--- src/rtl/imem_loader.sv ---
// Assembles a length-prefixed, XOR-checksummed byte stream into 32-bit words and writes them to instruction RAM.
// Write issues one cycle after the 4th byte of a word; rx_ready is low outside loading states and while start is high.
module imem_loader #(
    parameter int DATA_WIDTH     = 32,
    parameter int ADDR_WIDTH     = 8,
    parameter int TIMEOUT_CYCLES = 65535
) (
    input  logic                  clk,
    input  logic                  rst_n,
    input  logic                  start,
    input  logic                  rx_valid,
    input  logic [7:0]            rx_data,
    output logic                  rx_ready,
    output logic                  wr_en,
    output logic [ADDR_WIDTH-1:0] wr_addr,
    output logic [DATA_WIDTH-1:0] wr_data,
    output logic [ADDR_WIDTH:0]   word_count,
    output logic                  core_hold,
    output logic                  done,
    output logic                  error
);

    localparam int unsigned DEPTH = 32'd1 << ADDR_WIDTH;
    localparam int TW = (TIMEOUT_CYCLES > 1) ? $clog2(TIMEOUT_CYCLES) : 1;

    typedef enum logic [2:0] {
        S_IDLE, S_LEN0, S_LEN1, S_DATA, S_CHK, S_DONE, S_ERR
    } state_t;

    state_t                state_q, state_d;
    logic [15:0]           count_q, count_d;
    logic [ADDR_WIDTH:0]   word_idx_q, word_idx_d;
    logic [1:0]            byte_idx_q, byte_idx_d;
    logic [DATA_WIDTH-1:0] word_q, word_d;
    logic [7:0]            chk_q, chk_d;
    logic [TW-1:0]         tmo_q, tmo_d;
    logic                  wr_en_q, wr_en_d;
    logic [ADDR_WIDTH-1:0] wr_addr_q, wr_addr_d;
    logic [DATA_WIDTH-1:0] wr_data_q, wr_data_d;
    logic [ADDR_WIDTH:0]   word_count_q, word_count_d;

    logic        loading;
    logic        accept;
    logic [15:0] len_n;

    assign loading = (state_q == S_LEN0) || (state_q == S_LEN1) ||
                     (state_q == S_DATA) || (state_q == S_CHK);
    assign len_n   = {rx_data, count_q[7:0]};

    always_comb begin
        state_d      = state_q;
        count_d      = count_q;
        word_idx_d   = word_idx_q;
        byte_idx_d   = byte_idx_q;
        word_d       = word_q;
        chk_d        = chk_q;
        tmo_d        = tmo_q;
        wr_en_d      = 1'b0;
        wr_addr_d    = wr_addr_q;
        wr_data_d    = wr_data_q;
        word_count_d = word_count_q;
        rx_ready     = loading && !start;
        accept       = rx_valid && rx_ready;

        if (start) begin
            state_d      = S_LEN0;
            count_d      = '0;
            word_idx_d   = '0;
            byte_idx_d   = '0;
            chk_d        = '0;
            word_count_d = '0;
            tmo_d        = '0;
        end else begin
            if (loading) begin
                tmo_d = accept ? '0 : tmo_q + TW'(1);
            end
            case (state_q)
                S_LEN0: begin
                    if (accept) begin
                        count_d[7:0] = rx_data;
                        state_d      = S_LEN1;
                    end
                end
                S_LEN1: begin
                    if (accept) begin
                        count_d    = len_n;
                        byte_idx_d = '0;
                        word_idx_d = '0;
                        if ((len_n == 16'd0) || (32'(len_n) > DEPTH)) begin
                            state_d = S_ERR;
                        end else begin
                            state_d = S_DATA;
                        end
                    end
                end
                S_DATA: begin
                    if (accept) begin
                        // little-endian: byte 0 ends up in bits [7:0] after four shifts
                        word_d     = {rx_data, word_q[DATA_WIDTH-1:8]};
                        chk_d      = chk_q ^ rx_data;
                        byte_idx_d = byte_idx_q + 2'd1;
                        if (byte_idx_q == 2'd3) begin
                            wr_en_d      = 1'b1;
                            wr_addr_d    = word_idx_q[ADDR_WIDTH-1:0];
                            wr_data_d    = word_d;
                            word_idx_d   = word_idx_q + (ADDR_WIDTH+1)'(1);
                            word_count_d = word_count_q + (ADDR_WIDTH+1)'(1);
                            if (32'(word_idx_q) + 32'd1 == 32'(count_q)) begin
                                state_d = S_CHK;
                            end
                        end
                    end
                end
                S_CHK: begin
                    if (accept) begin
                        state_d = (rx_data == chk_q) ? S_DONE : S_ERR;
                    end
                end
                default: ;
            endcase
            // an accepted byte on the final count cycle cancels the timeout
            if (TIMEOUT_CYCLES != 0 && loading && !accept &&
                tmo_q == TW'(TIMEOUT_CYCLES - 1)) begin
                state_d = S_ERR;
                tmo_d   = '0;
            end
        end
    end

    always_ff @(posedge clk or negedge rst_n) begin
        if (!rst_n) begin
            state_q      <= S_IDLE;
            count_q      <= '0;
            word_idx_q   <= '0;
            byte_idx_q   <= '0;
            word_q       <= '0;
            chk_q        <= '0;
            tmo_q        <= '0;
            wr_en_q      <= 1'b0;
            wr_addr_q    <= '0;
            wr_data_q    <= '0;
            word_count_q <= '0;
        end else begin
            state_q      <= state_d;
            count_q      <= count_d;
            word_idx_q   <= word_idx_d;
            byte_idx_q   <= byte_idx_d;
            word_q       <= word_d;
            chk_q        <= chk_d;
            tmo_q        <= tmo_d;
            wr_en_q      <= wr_en_d;
            wr_addr_q    <= wr_addr_d;
            wr_data_q    <= wr_data_d;
            word_count_q <= word_count_d;
        end
    end

    assign wr_en      = wr_en_q;
    assign wr_addr    = wr_addr_q;
    assign wr_data    = wr_data_q;
    assign word_count = word_count_q;
    assign done       = (state_q == S_DONE);
    assign error      = (state_q == S_ERR);
    assign core_hold  = (state_q != S_DONE);

endmodule

--- config.mk ---
export PLATFORM = sky130hd
export DESIGN_NAME = imem_loader
export DESIGN_NICKNAME = d
export VERILOG_FILES = /design/src/rtl/imem_loader.sv
export SDC_FILE = /design/constraint.sdc
export NUM_CORES = 1
export LEC_CHECK = 0
export BUFFER_PORTS_ARGS = -buffer_cell sky130_fd_sc_hd__buf_2
export CORE_UTILIZATION = 53
export CTS_CLUSTER_DIAMETER = 30
export DETAILED_ROUTE_END_ITERATION = 10
export GPL_TIMING_DRIVEN = 0
export PLACE_DENSITY_LB_ADDON = 0.2
export SYNTH_ARGS = -nofsm -noshare
export SYNTH_HDL_FRONTEND = slang
export SYNTH_SLANG_ARGS = --single-unit
export TNS_END_PERCENT = 30
--- constraint.sdc ---
create_clock -name clk -period 2.4 [get_ports clk]
set_input_delay 0.48 -clock clk [delete_from_list [all_inputs] [get_ports clk]]
set_output_delay 0.48 -clock clk [all_outputs]
set_load 0.03 [all_outputs]
Word-level counts from Yosys, hierarchy flattened
Cells that the tools add are included.
Widths: inputs -> output; s select.
{"block": "classes", "add_sub_neg": 5, "multipliers": 0, "n_div": 0, "magnitude_cmp": 1, "eq_ne": 21, "n_shift": 0, "n_mux": 40, "bitwise": 2, "reduce_logical": 28}
{"cell": "$mux 16", "count": 6}
{"cell": "$mux 9", "count": 8}
{"cell": "$mux 8", "count": 5}
{"cell": "$mux 3", "count": 9}
{"cell": "$add 9x1->9 const B", "count": 2}
{"cell": "$pmux 9 s2", "count": 1}
{"cell": "$add 16x1->16 const B", "count": 1}
{"cell": "$eq 10x16->1", "count": 1}
{"cell": "$eq 16x16->1 const B", "count": 1}
{"cell": "$gt 16x9->1 const B", "count": 1}
{"cell": "$logic_not 16->1", "count": 1}
{"cell": "$ne 4x3->1 const B", "count": 4}
{"cell": "$pmux 8 s2", "count": 1}
{"cell": "$pmux 3 s4", "count": 1}
{"cell": "$reduce_and 3->1", "count": 4}
{"cell": "$add 9x1->10 const B", "count": 1}
{"cell": "$reduce_bool 2->1", "count": 5}
{"cell": "$eq 3x3->1 const B", "count": 3}
{"cell": "$ne 3x3->1 const B", "count": 3}
{"cell": "$eq 8x8->1", "count": 1}
{"cell": "$mux 2", "count": 4}
{"cell": "$ne 4x2->1 const B", "count": 2}
{"cell": "$reduce_and 4->1", "count": 2}
{"cell": "$xor 8x8->8", "count": 1}
{"cell": "other kinds (16)", "count": 29}
{"block": "totals", "reg_bits": 136, "latch_bits": 0, "mem_bits_rw": 0, "rom_bits": 0, "inputBits": 12, "output_inout_bits": 54, "wordCells": 109, "mem_count": 0}

Depth between registers and ports, before layout
{"block": "depth", "word_depth": 11, "mapped_depth": 10, "mapped_depth_nobuf": 8}

Least setup slack after synthesis
Ideal clock, no wire load.
{"block": "synth_path", "path_type": "reg-to-reg", "startpoint": "register word_idx_q[0]", "endpoint": "register state_q[1]", "setup_time_ns": 0.128, "arrival_time_ns": 2.085, "required_ns": 2.272, "setup_slack_ns": 0.188, "stages_incl_launch_ff": 8, "n_path_buf": 0, "synth_period_minus_slack_ns": 2.212, "cell_sequence": "dfrtp_1 > ha_1 > and4_1 > and4b_1 > a311oi_1 > a2111oi_2 > a21oi_1 > mux2_1"}
{"block": "synth_via", "elab_chain_cells": 4}
{"item": "start: declaration", "line_no": "32", "rtl": "logic [ADDR_WIDTH:0] word_idx_q, word_idx_d;"}
{"item": "start signal: assignment", "line_no": "146", "rtl": "word_idx_q <= word_idx_d;"}
{"item": "$add 9x1->10", "line_no": "108", "rtl": "if (32'(word_idx_q) + 32'd1 == 32'(count_q)) begin"}
{"item": "$eq 10x16->1", "line_no": "108"}
{"item": "$ne 4x2->1 (no source line)"}
{"item": "$reduce_and 7->1 (no source line)"}
{"item": "end signal: assignment", "line_no": "144", "rtl": "state_q <= state_d;"}
{"item": "end: declaration", "line_no": "30", "rtl": "state_t state_q, state_d;"}
Every way passes these cells.
A chain may end at the register's enable or synchronous reset.

Worst setup path after layout
{"block": "layout_path", "startpoint": "register state_q[1]", "endpoint": "output rx_ready"}
{"block": "layout_via", "elab_chain_cells": 5, "elab_cells_between_ends": 8, "cone_classes": "eq/ne (4); reduce/logical (4)"}
{"item": "$eq 3x1->1 or $eq 3x2->1 (tied branches)", "line_no": "46", "rtl": "assign loading = (state_q == S_LEN0) || (state_q == S_LEN1) ||"}
{"item": "$logic_or 1x1->1 (2 in a row)", "line_no": "46"}
{"item": "$logic_or 1x1->1 (*)", "line_no": "47", "rtl": "(state_q == S_DATA) || (state_q == S_CHK);"}
{"item": "$logic_and 1x1->1 (*)", "line_no": "62", "rtl": "rx_ready = loading && !start;"}
{"item": "end: declaration", "line_no": "13", "rtl": "output logic rx_ready,"}
Mark *: on every way between the ends. The rest lies on a longest branch, timed or not.

==> impl_metrics.tcl <==
set metrics [dict create \
    syn-cell-area_sq_um 5880 \
    rows 38 \
    avgViaCountPerCell 5.55 \
    io_pins 66 \
    dr.pass1.iters 7 \
    drt_wl_total_um 13600 \
    area_delta_synth_final_pct 22.2 \
    ys_warn_count 0 \
    grt_first_pass_wirelength_um 22200 \
    ys.flop_type "dfrtp_1" \
    track_usage 0.253 \
    crit_type "flop to primary output" \
    cp_top_family "simple AND/OR/NAND/NOR gates" \
    die_w_um 107 \
    ir_worst_vdd_uv 520 \
    numPortBuffers 63 \
    async_reset_ff_frac 1.00 \
    setup-violations-final 0 \
    cp_data_arrival_time_ps 1850 \
    nNetsFinal 706 \
    violations "DRC" \
    layout-drive-gt1-share 0.189 \
    fin_crit_sh 0.969 \
    avgSynthCellArea_sq_um 9.76 \
    antenna_found_initial 0 \
    dp.cells 806 \
    power_leakage_uw 0.00362 \
    wl_per_cell_um 16.2 \
    synth_edf_count 0 \
    hold-worst-slack_ps 270 \
    syn-num-nets 619 \
    drc 1 \
    holdCritPathClass "primary input to flop" \
    stdcell_count 842 \
    vias 4673 \
    status "complete, but fails checks" \
    power_density_nw_per_um2 855 \
    die_y_um 107 \
    critPathRequiredTime_ps 1920 \
    diodes 0 \
    max_stage_delay_ps 460 \
    maxSlewHeadroom 0.386 \
    cts_max_level 4 \
    finalClockSkew_ps 9.90 \
    cts_tree "yes" \
    dieArea_sq_um 11500 \
    globalplace.congestion 0.894 \
    drv_slew 0 \
    clk_path_buf_depth 2 \
    synth_largest_area_cell "dfrtp_1" \
    finalHoldViolCount 0 \
    clk_latency_ps 530 \
    power_uw 6140 \
    crit_fanout 9 \
    worst_pin_slew_ps 914 \
    cpMaxStageDelayCell "dfrtp_1" \
    utilization 0.662 \
    grt_max_degree 78 \
    finalCriticalPeriod_ps 2330 \
    path_buf_inv 1 \
    cts.sinks 128 \
    hpwl_um 9020 \
    syn_inst 602 \
    yosysUniqueCellTypes 50 \
    overflow 0 \
    postRouteAntennaNets 0 \
    start_util 0.542 \
    clk_pin_slew_ps 60 \
    grt_pass1_vias 4652 \
    synth_top_area_frac 0.545 \
    cts-root-buf "clkbuf_8" \
    crit_chain "or3_1 -> nand2_2 -> nor2_1 -> buf_2" \
    critPathLaunchType "flop" \
    end_kind "primary output" \
    clock.fmax_mhz 430 \
    core_sq_um 10800 \
    setup_slack_ps 74.1 \
    grt_setup_unrepaired "yes" \
    ys_ff_latch 128 \
    numCtsBuffers 17 \
    synth_area_leaders "dfrtp_1 (55%), nand2_1 (10%), xor2_1 (4.5%), mux2_1 (4.2%), nor2_1 (2.6%)" \
    yosysSeqAreaShare 0.545 \
    drt_iter0_markers 207 \
    maxCapViolCount 0 \
    post-place-ws_ps -419 \
]
-- sequential cells by signal, indices dropped and copies added (netlist names) --
register and cells:
wr_data 32, word_q 24, count_q 16, tmo_q 16
word_count 9, word_idx_q 9, chk_q 8, wr_addr 8
state_q 3, byte_idx_q 2, wr_en 1
-- stage by stage --
stage,setup TNS [ps],instance area [sq um]
2_1_floorplan,0,5880
4_1_cts,0,7130
5_1_grt,-61.6,7180
6_report,0,7180
3_5_place_dp,-657,6400
3_3_place_gp,-98770,6370
-- cell usage after synthesis, types with 3 or more instances --
library cell  count
mux2_1           22
o21ai_0          13
nor3_1            7
buf_2            10
xnor2_1          16
dfrtp_1         128
nor4_1            4
ha_1              5
a21oi_1          19
o21ai_1          15
inv_1            10
and3_1            5
or4_1             4
or3_1             8
and2_1            4
nor2b_1           4
o31ai_1           3
nand2_1         161
xor2_1           30
a22o_1            9
nor2_1           41
a31oi_1           4
nand4_1          12
nand3_1          12
clkbuf_1         14
nand2b_1         10
mux2_2            4
-- placed cells by master, fill, tap and decap left out, drive strengths merged, types with 2 or more instances in the layout --
cell type	instances
xnor2	16
o21ai	28
nor3	7
nor2b	4
nand3	12
dfrtp	128
clkbuf	35
a31oi	4
or4	4
nor2	41
and4	2
and4b	2
a22o	9
o31ai	3
and2	4
clkinv	4
clkinvlp	2
and3	5
nand2	162
o311ai	2
nor4	5
nand4	12
ha	5
or3	8
a21oi	19
buf	79
inv	12
bufinv	5
mux2	26
nand2b	10
xor2	30
mux2i	2
-- kinds of logic after synthesis --
| kind of cell | share of synthesized area |
|---|---|
| buffers and inverters | 0.0270 |
| flip-flops | 0.545 |
| AND/OR/NAND/NOR | 0.217 |
| multiplexers | 0.0532 |
| adder cells (fa/ha/maj) | 0.0106 |
| AO/OA/AOI/OAI | 0.0786 |
| XOR/XNOR | 0.0686 |
-- worst paths after layout --
check | slack, ps | depth (start not counted) | start | to
max | 70 | 4 | state_q[1] | rx_ready
min | 270 | 3 | rx_data[5] | wr_data[29]
max reg2reg | 80 | 7 | byte_idx_q[0] | state_q[1]
min reg2reg | 470 | 2 | word_q[10] | wr_data[2]
max in group asynchronous | 1190 | 3 | rst_n | word_q[17]
min in group asynchronous | 460 | 2 | rst_n | wr_addr[3]
-- worst reg2reg max path: stages, from the launching register on --
cell and delay (ps):
dfrtp_1 400, ha_4 180, or4b_4 480, nor4_4 180, nand4_1 190, a2111oi_4 330, a21oi_2 130, mux2_1 320
-- power by group --
group | internal, uW | leakage, uW | switching [uW]
clock network | 1880 | 0.000318 | 955
logic | 293 | 0.00156 | 382
registers | 2410 | 0.00174 | 215
-- area by class of cell --
cell class              instances  area, sq um
plain buffers                  27          128
clock buffers                  20          455
clock inverters                12          205
fillers                       854         3660
inverters                      11         43.8
multi-input cells             436         2590
flip-flops and latches        128         3200
well taps                     140          175
repair buffers                 68          382
-- what timing repair did --
action                                  CTS  global route
gates resized for setup                  12            11
buffers inserted                          1             2
endpoints found under the hold margin    51             0
endpoints found under the setup margin   12            50
pin swaps                                 4             4
hold buffers                              1             0
-- metal layers --
layer | global-route usage | vias to the layer above | wire length (um)
li1 | - | 2208 | -
met1 | 0.316 | 2322 | 6060
met2 | 0.418 | 108 | 6740
met3 | 0.0593 | 35 | 469
met4 | 0.118 | 0 | 340
met5 | 0 | - | 0
(Power assumes the default switching activity.)
